$ cat config.mk
export PLATFORM = sky130hd
export DESIGN_NAME = pipelined_addsub
export DESIGN_NICKNAME = d
export VERILOG_FILES = /design/src/rtl/pipelined_addsub.sv
export SDC_FILE = /design/constraint.sdc
export NUM_CORES = 1
export LEC_CHECK = 0
export CAP_MARGIN = 20
export CORE_ASPECT_RATIO = 1.1
export CORE_MARGIN = 2
export CORE_UTILIZATION = 52
export CTS_CLUSTER_SIZE = 28
export DETAILED_ROUTE_END_ITERATION = 6
export GPL_TIMING_DRIVEN = 0
export PLACE_DENSITY = 0.81
export RECOVER_POWER = 25
export SLEW_MARGIN = 0
export SYNTH_ARGS = -nofsm -noshare
export SYNTH_HDL_FRONTEND = slang
export SYNTH_SLANG_ARGS = --single-unit
$ cat constraint.sdc
create_clock -name clock -period 3.3 [get_ports clock]
set_input_delay 0.66 -clock clock [delete_from_list [all_inputs] [get_ports clock]]
set_output_delay 0.66 -clock clock [all_outputs]
set_load 0.01 [all_outputs]
$ cat src/rtl/pipelined_addsub.sv
// Two-stage pipelined add/subtract with optional signed saturation.
// Stage 1 sums the low bits; stage 2 finishes the upper bits and registers the result and flags.
module pipelined_addsub #(
  parameter int WIDTH    = 32,
  parameter int LO_WIDTH = WIDTH / 2
) (
  input  logic             clock,
  input  logic             reset_n,
  input  logic             in_valid,
  output logic             in_ready,
  input  logic [WIDTH-1:0] in_a,
  input  logic [WIDTH-1:0] in_b,
  input  logic [1:0]       in_op,
  output logic             out_valid,
  input  logic             out_ready,
  output logic [WIDTH-1:0] out_result,
  output logic             out_overflow,
  output logic             out_carry,
  output logic             out_zero,
  input  logic             clear_sticky,
  output logic             sticky_overflow
);
  localparam int HI_WIDTH = WIDTH - LO_WIDTH;
  localparam logic [WIDTH-1:0] SAT_POS = {1'b0, {(WIDTH-1){1'b1}}};
  localparam logic [WIDTH-1:0] SAT_NEG = {1'b1, {(WIDTH-1){1'b0}}};

  logic advance;

  logic                s1_valid_q,    s1_valid_d;
  logic [LO_WIDTH-1:0] s1_lo_sum_q,   s1_lo_sum_d;
  logic                s1_lo_carry_q, s1_lo_carry_d;
  logic [HI_WIDTH-1:0] s1_a_hi_q,     s1_a_hi_d;
  logic [HI_WIDTH-1:0] s1_b_hi_q,     s1_b_hi_d;
  logic                s1_sat_q,      s1_sat_d;

  logic             out_valid_q,    out_valid_d;
  logic [WIDTH-1:0] out_result_q,   out_result_d;
  logic             out_overflow_q, out_overflow_d;
  logic             out_carry_q,    out_carry_d;
  logic             out_zero_q,     out_zero_d;
  logic             sticky_q,       sticky_d;

  logic [WIDTH-1:0]  b_eff;
  logic [LO_WIDTH:0] lo_full;
  logic [HI_WIDTH:0] hi_full;
  logic [WIDTH-1:0]  raw_sum;
  logic              raw_ovf;

  // A full output register that is not being drained freezes the whole pipe.
  assign advance  = ~out_valid_q | out_ready;
  assign in_ready = advance;

  always_comb begin : stage1_comb
    // NOTE: every signal gets a hold default first so no path leaves it unassigned (no latches).
    s1_valid_d    = s1_valid_q;
    s1_lo_sum_d   = s1_lo_sum_q;
    s1_lo_carry_d = s1_lo_carry_q;
    s1_a_hi_d     = s1_a_hi_q;
    s1_b_hi_d     = s1_b_hi_q;
    s1_sat_d      = s1_sat_q;

    // Subtract is A + ~B + 1; the +1 enters as carry-in at bit 0.
    b_eff   = in_op[0] ? ~in_b : in_b;
    lo_full = {1'b0, in_a[LO_WIDTH-1:0]} + {1'b0, b_eff[LO_WIDTH-1:0]}
            + {{LO_WIDTH{1'b0}}, in_op[0]};

    if (advance) begin
      s1_valid_d    = in_valid;
      s1_lo_sum_d   = lo_full[LO_WIDTH-1:0];
      s1_lo_carry_d = lo_full[LO_WIDTH];
      s1_a_hi_d     = in_a[WIDTH-1:LO_WIDTH];
      s1_b_hi_d     = b_eff[WIDTH-1:LO_WIDTH];
      s1_sat_d      = in_op[1];
    end
  end

  always_comb begin : stage2_comb
    out_valid_d    = out_valid_q;
    out_result_d   = out_result_q;
    out_overflow_d = out_overflow_q;
    out_carry_d    = out_carry_q;
    out_zero_d     = out_zero_q;

    hi_full = {1'b0, s1_a_hi_q} + {1'b0, s1_b_hi_q} + {{HI_WIDTH{1'b0}}, s1_lo_carry_q};
    raw_sum = {hi_full[HI_WIDTH-1:0], s1_lo_sum_q};
    raw_ovf = (s1_a_hi_q[HI_WIDTH-1] == s1_b_hi_q[HI_WIDTH-1])
            & (raw_sum[WIDTH-1] != s1_a_hi_q[HI_WIDTH-1]);

    if (advance) begin
      out_valid_d = s1_valid_q;
      // Data registers only load real bundles, so they keep the last result across bubbles.
      if (s1_valid_q) begin
        if (s1_sat_q && raw_ovf) begin
          out_result_d = s1_a_hi_q[HI_WIDTH-1] ? SAT_NEG : SAT_POS;
        end else begin
          out_result_d = raw_sum;
        end
        out_overflow_d = raw_ovf;
        out_carry_d    = hi_full[HI_WIDTH];
        out_zero_d     = (out_result_d == '0);
      end
    end

    // Clear has priority over a same-cycle overflow delivery.
    sticky_d = sticky_q;
    if (clear_sticky) begin
      sticky_d = 1'b0;
    end else if (out_valid_q && out_ready && out_overflow_q) begin
      sticky_d = 1'b1;
    end
  end

  always_ff @(posedge clock or negedge reset_n) begin
    if (!reset_n) begin
      s1_valid_q     <= 1'b0;
      s1_lo_sum_q    <= '0;
      s1_lo_carry_q  <= 1'b0;
      s1_a_hi_q      <= '0;
      s1_b_hi_q      <= '0;
      s1_sat_q       <= 1'b0;
      out_valid_q    <= 1'b0;
      out_result_q   <= '0;
      out_overflow_q <= 1'b0;
      out_carry_q    <= 1'b0;
      out_zero_q     <= 1'b0;
      sticky_q       <= 1'b0;
    end else begin
      // NOTE: non-blocking assignments so every flop samples pre-edge values, independent of order.
      s1_valid_q     <= s1_valid_d;
      s1_lo_sum_q    <= s1_lo_sum_d;
      s1_lo_carry_q  <= s1_lo_carry_d;
      s1_a_hi_q      <= s1_a_hi_d;
      s1_b_hi_q      <= s1_b_hi_d;
      s1_sat_q       <= s1_sat_d;
      out_valid_q    <= out_valid_d;
      out_result_q   <= out_result_d;
      out_overflow_q <= out_overflow_d;
      out_carry_q    <= out_carry_d;
      out_zero_q     <= out_zero_d;
      sticky_q       <= sticky_d;
    end
  end

  assign out_valid       = out_valid_q;
  assign out_result      = out_result_q;
  assign out_overflow    = out_overflow_q;
  assign out_carry       = out_carry_q;
  assign out_zero        = out_zero_q;
  assign sticky_overflow = sticky_q;

endmodule

==> summary.txt <==
Floorplan
  • Die H: 109 microns
  • Starting Density: 53.2%
  • I/O Pins: 109
  • Core area: 9840 sq um
  • Die X-Extent: 99.7 microns
  • Full die area: 10900 sq um
  • Rows: 38

Finish
  • Area grow syn2layout: 28.9%
  • Area of the multi-input gates: 2880 sq um
  • Final #Nets: 819
  • # diodes: 0
  • Most frequent cells in the layout: clkdlybuf4s50_1, nand2_1, dfrtp_1, nor2_1, a21oi_1
  • # fillers: 813
  • Final Cell Area: 6750 sq um
  • FF/Latch Area: 2200 sq um
  • Share of cells above drive strength 1: 6.39%
  • Commonest non-fill, non-tap cell in the layout: clkdlybuf4s50_1
  • Final non-filler cell total: 840

CTS
  • Hold-fix buffers, CTS: 0
  • Skew-Pair Late Insertion Delay: 370 ps
  • Clock buffer depth: 2
  • Worst-path clk slew: 90 ps
  • H-tree Lvls: 3
  • Num CTS Buffers: 9
  • CTS tree: done
  • CTS root buffer: clkbuf_8
  • Sink Count: 88

Timing
  • Max Clock Freq: 319 MHz
  • Rel. slew slack: -10.0%
  • Tmin final: 3140 ps
  • RSZ-0062 raised after global routing: no
  • Setup Skew: 13.3 ps
  • Final setup fails: 0
  • Crit share post-route: 95.1%
  • Setup TNS: 0 ps
  • Worst slew pin tran: 1650 ps
  • Pins Over Slew Limit: 28
  • Final hold vios: 0

Drt
  • Wire length per cell: 15.1 microns
  • Post-route DRC: 0
  • Via count: 4570
  • Antenna-violating nets left: 0
  • Starting DRC count in detailed routing: 191
  • Total wire length: 12.7 mm
  • Vias/cell: 5.44
  • Initial DRT Pass Iterations: 4

Setup path
  • CP Capture Type: output port
  • Crit path arrival time: 2480 ps
  • Startpoint Class: input pin
  • Critical Path Fanout Max: 11
  • Critical Path RT: 2640 ps
  • Kind of critical path: input pin to output port

Yosys
  • Synth warn: 0
  • Synth async-reset ratio: 100%
  • Synth Area per Inst: 8.80 sq um
  • EDFF count, synth: 0
  • Synth Register Bits: 88
  • Synth Flop Type: dfrtp_1
  • Syn_nets: 699
  • Post-synthesis sequential area ratio: 42.1%
  • Synthesized cell area: 5230 sq um
  • Mapped Cells: 595
  • Post-synth cell types: 58

GRT
  • Vias in the first global route: 4468
  • First-pass GRT wire length: 20.9 mm
  • Pin count of the biggest net entering global routing: 62
  • Initial antenna violation count: 0
  • Gr ovfl total: 0
  • GRT Util Overall: 24.3%

Job
  • Max-cap violations: 1

Run status
  • Status: complete, but fails checks
  • Violated checks: max-capacitance violations, max-slew violations

Place
  • DP HPWL: 10.2 mm
  • Placed Area: 6490 sq um
  • IO Port Bufs: 107
  • Placed cell count: 823
  • Routability cong.: 0.895

Power
  • Switch Pwr: 1.59 mW
  • Peak supply drop: 0.000312 V
  • Sw frac: 36.3%
  • Power share of the clock group: 19.1%
  • PD cells: 649 nW/um^2
  • Combinational power share: 43.9%
  • Internal: 2.79 mW
  • Static Leak: 2.91 nW
  • Sequential share of power: 37.0%

Worst hold path
  • Worst Hold Class: flip-flop to flip-flop
==> repair_timing <==
action | CTS | global route
resized for setup | 4 | 8
buffers inserted | 1 | 1
setup endpoints to repair | 5 | 7
pin swaps | 2 | 4
==> cells in the mapped netlist (all sizes together) (2+ instances only) <==
| cell type | n | share of area, % |
|---|---|---|
| o21ai | 39 | 3.8 |
| nand2b | 7 | 0.84 |
| a22o | 2 | 0.33 |
| ha | 30 | 7.2 |
| nand2 | 89 | 6.4 |
| nor4b | 2 | 0.33 |
| nor4 | 3 | 0.36 |
| o211ai | 3 | 0.43 |
| a21oi | 54 | 5.3 |
| buf | 9 | 1.3 |
| mux2i | 2 | 0.38 |
| and2 | 2 | 0.24 |
| or4 | 2 | 0.29 |
| a311oi | 2 | 0.33 |
| nand3 | 4 | 0.38 |
| inv | 10 | 0.72 |
| o21a | 3 | 0.43 |
| o31a | 3 | 0.50 |
| a211o | 2 | 0.33 |
| nor2b | 7 | 0.84 |
| o22ai | 2 | 0.24 |
| or2 | 5 | 0.60 |
| and3 | 4 | 0.48 |
| nor3 | 15 | 1.4 |
| fa | 3 | 1.1 |
| and4 | 2 | 0.38 |
| a211oi | 4 | 0.81 |
| or3 | 6 | 0.72 |
| a21boi | 2 | 0.29 |
| xnor2 | 26 | 4.4 |
| mux2 | 2 | 0.43 |
| o21bai | 5 | 0.72 |
| nor2 | 87 | 6.2 |
| clkbuf | 19 | 1.4 |
| dfrtp | 88 | 42 |
| o31ai | 4 | 0.67 |
| xor2 | 26 | 4.4 |
| a21o | 7 | 1.0 |
| a31oi | 3 | 0.36 |
==> flip-flops by register name, summed over array words and instances, names as in the netlist, 16 cells and up <==
name / flops
out_result: 32
s1_a_hi_q: 16
s1_b_hi_q: 16
s1_lo_sum_q: 16
==> per-stage QoR <==
step / hold WS, ps / worst slack [ps] / power [mW] / utilization (%)
2_1_floorplan: 364 / 69.6 / 2.72 / -
3_3_place_gp: 460 / -1380 / 3.48 / 65.7
3_5_place_dp: 465 / -515 / 3.54 / 65.9
4_1_cts: 218 / 7.08 / 4.39 / 68.3
5_1_grt: 511 / 27.7 / 4.68 / 68.5
6_report: 481 / 162 / 4.38 / 68.5
==> routing by layer <==
metal	up-vias	track usage [%]	share of wire [%]
met4	0	5.58	1.1
met1	2177	33.7	47
met2	105	40.9	48
met5	-	0	0
li1	2275	-	-
met3	13	3.33	3.8
==> layout make-up <==
class | count | area share [%]
repair buffers | 110 | 16.4
clock inverters | 7 | 1.50
multi-input cells | 469 | 42.7
inverters | 10 | 0.556
plain buffers | 27 | 2.10
clock buffers | 9 | 1.84
flip-flops and latches | 88 | 32.6
well taps | 120 | 2.23
==> critical path, stage by stage <==
cell,delay [ps]
clkdlybuf4s50_1,480
nor2b_1,50
clkbuf_2,170
inv_1,280
buf_2,270
clkdlybuf4s50_1,560
==> worst paths after layout <==
path / startpoint / to / slack, ps / cells past startpoint
worst max-delay path: out_ready / in_ready / 160 / 6
worst min-delay path: s1_a_hi_q[11]$_DFFE_PN0N_ / s1_a_hi_q[11]$_DFFE_PN0N_ / 480 / 2
worst max register to register: s1_lo_carry_q$_DFFE_PN0N_ / out_result[19]$_DFFE_PN0P_ / 310 / 10
worst min register to register: s1_a_hi_q[11]$_DFFE_PN0N_ / s1_a_hi_q[11]$_DFFE_PN0N_ / 480 / 2
max in group asynchronous: reset_n / s1_lo_sum_q[7]$_DFFE_PN0N_ / 1590 / 2
min in group asynchronous: reset_n / s1_a_hi_q[10]$_DFFE_PN0N_ / 700 / 1
==> power groups by stage <==
| stage | Clock [mW] | Sequential, mW | Combinational [mW] |
|---|---|---|---|
| after global placement | 0 | 1.63 | 1.85 |
| after global routing | 0.894 | 1.66 | 2.12 |
| after floorplan | 0 | 1.68 | 1.03 |
| final | 0.838 | 1.62 | 1.92 |
| after detailed placement | 0 | 1.64 | 1.90 |
| after CTS | 0.851 | 1.62 | 1.92 |
==> cells by family (layout without fill, tap and decap cells) <==
| kind of cell | count (synthesis) | after routing | share of synthesized area (%) |
|---|---|---|---|
| AO/OA/AOI/OAI | 142 | 142 | 16.8 |
| XOR/XNOR | 52 | 52 | 8.70 |
| buffers and inverters | 38 | 163 | 3.35 |
| adder cells (fa/ha/maj) | 33 | 33 | 8.32 |
| flip-flops | 88 | 88 | 42.1 |
| AND/OR/NAND/NOR | 238 | 238 | 20.0 |
| multiplexers | 4 | 4 | 0.813 |
Note: power is estimated with default switching activity, not from simulation.
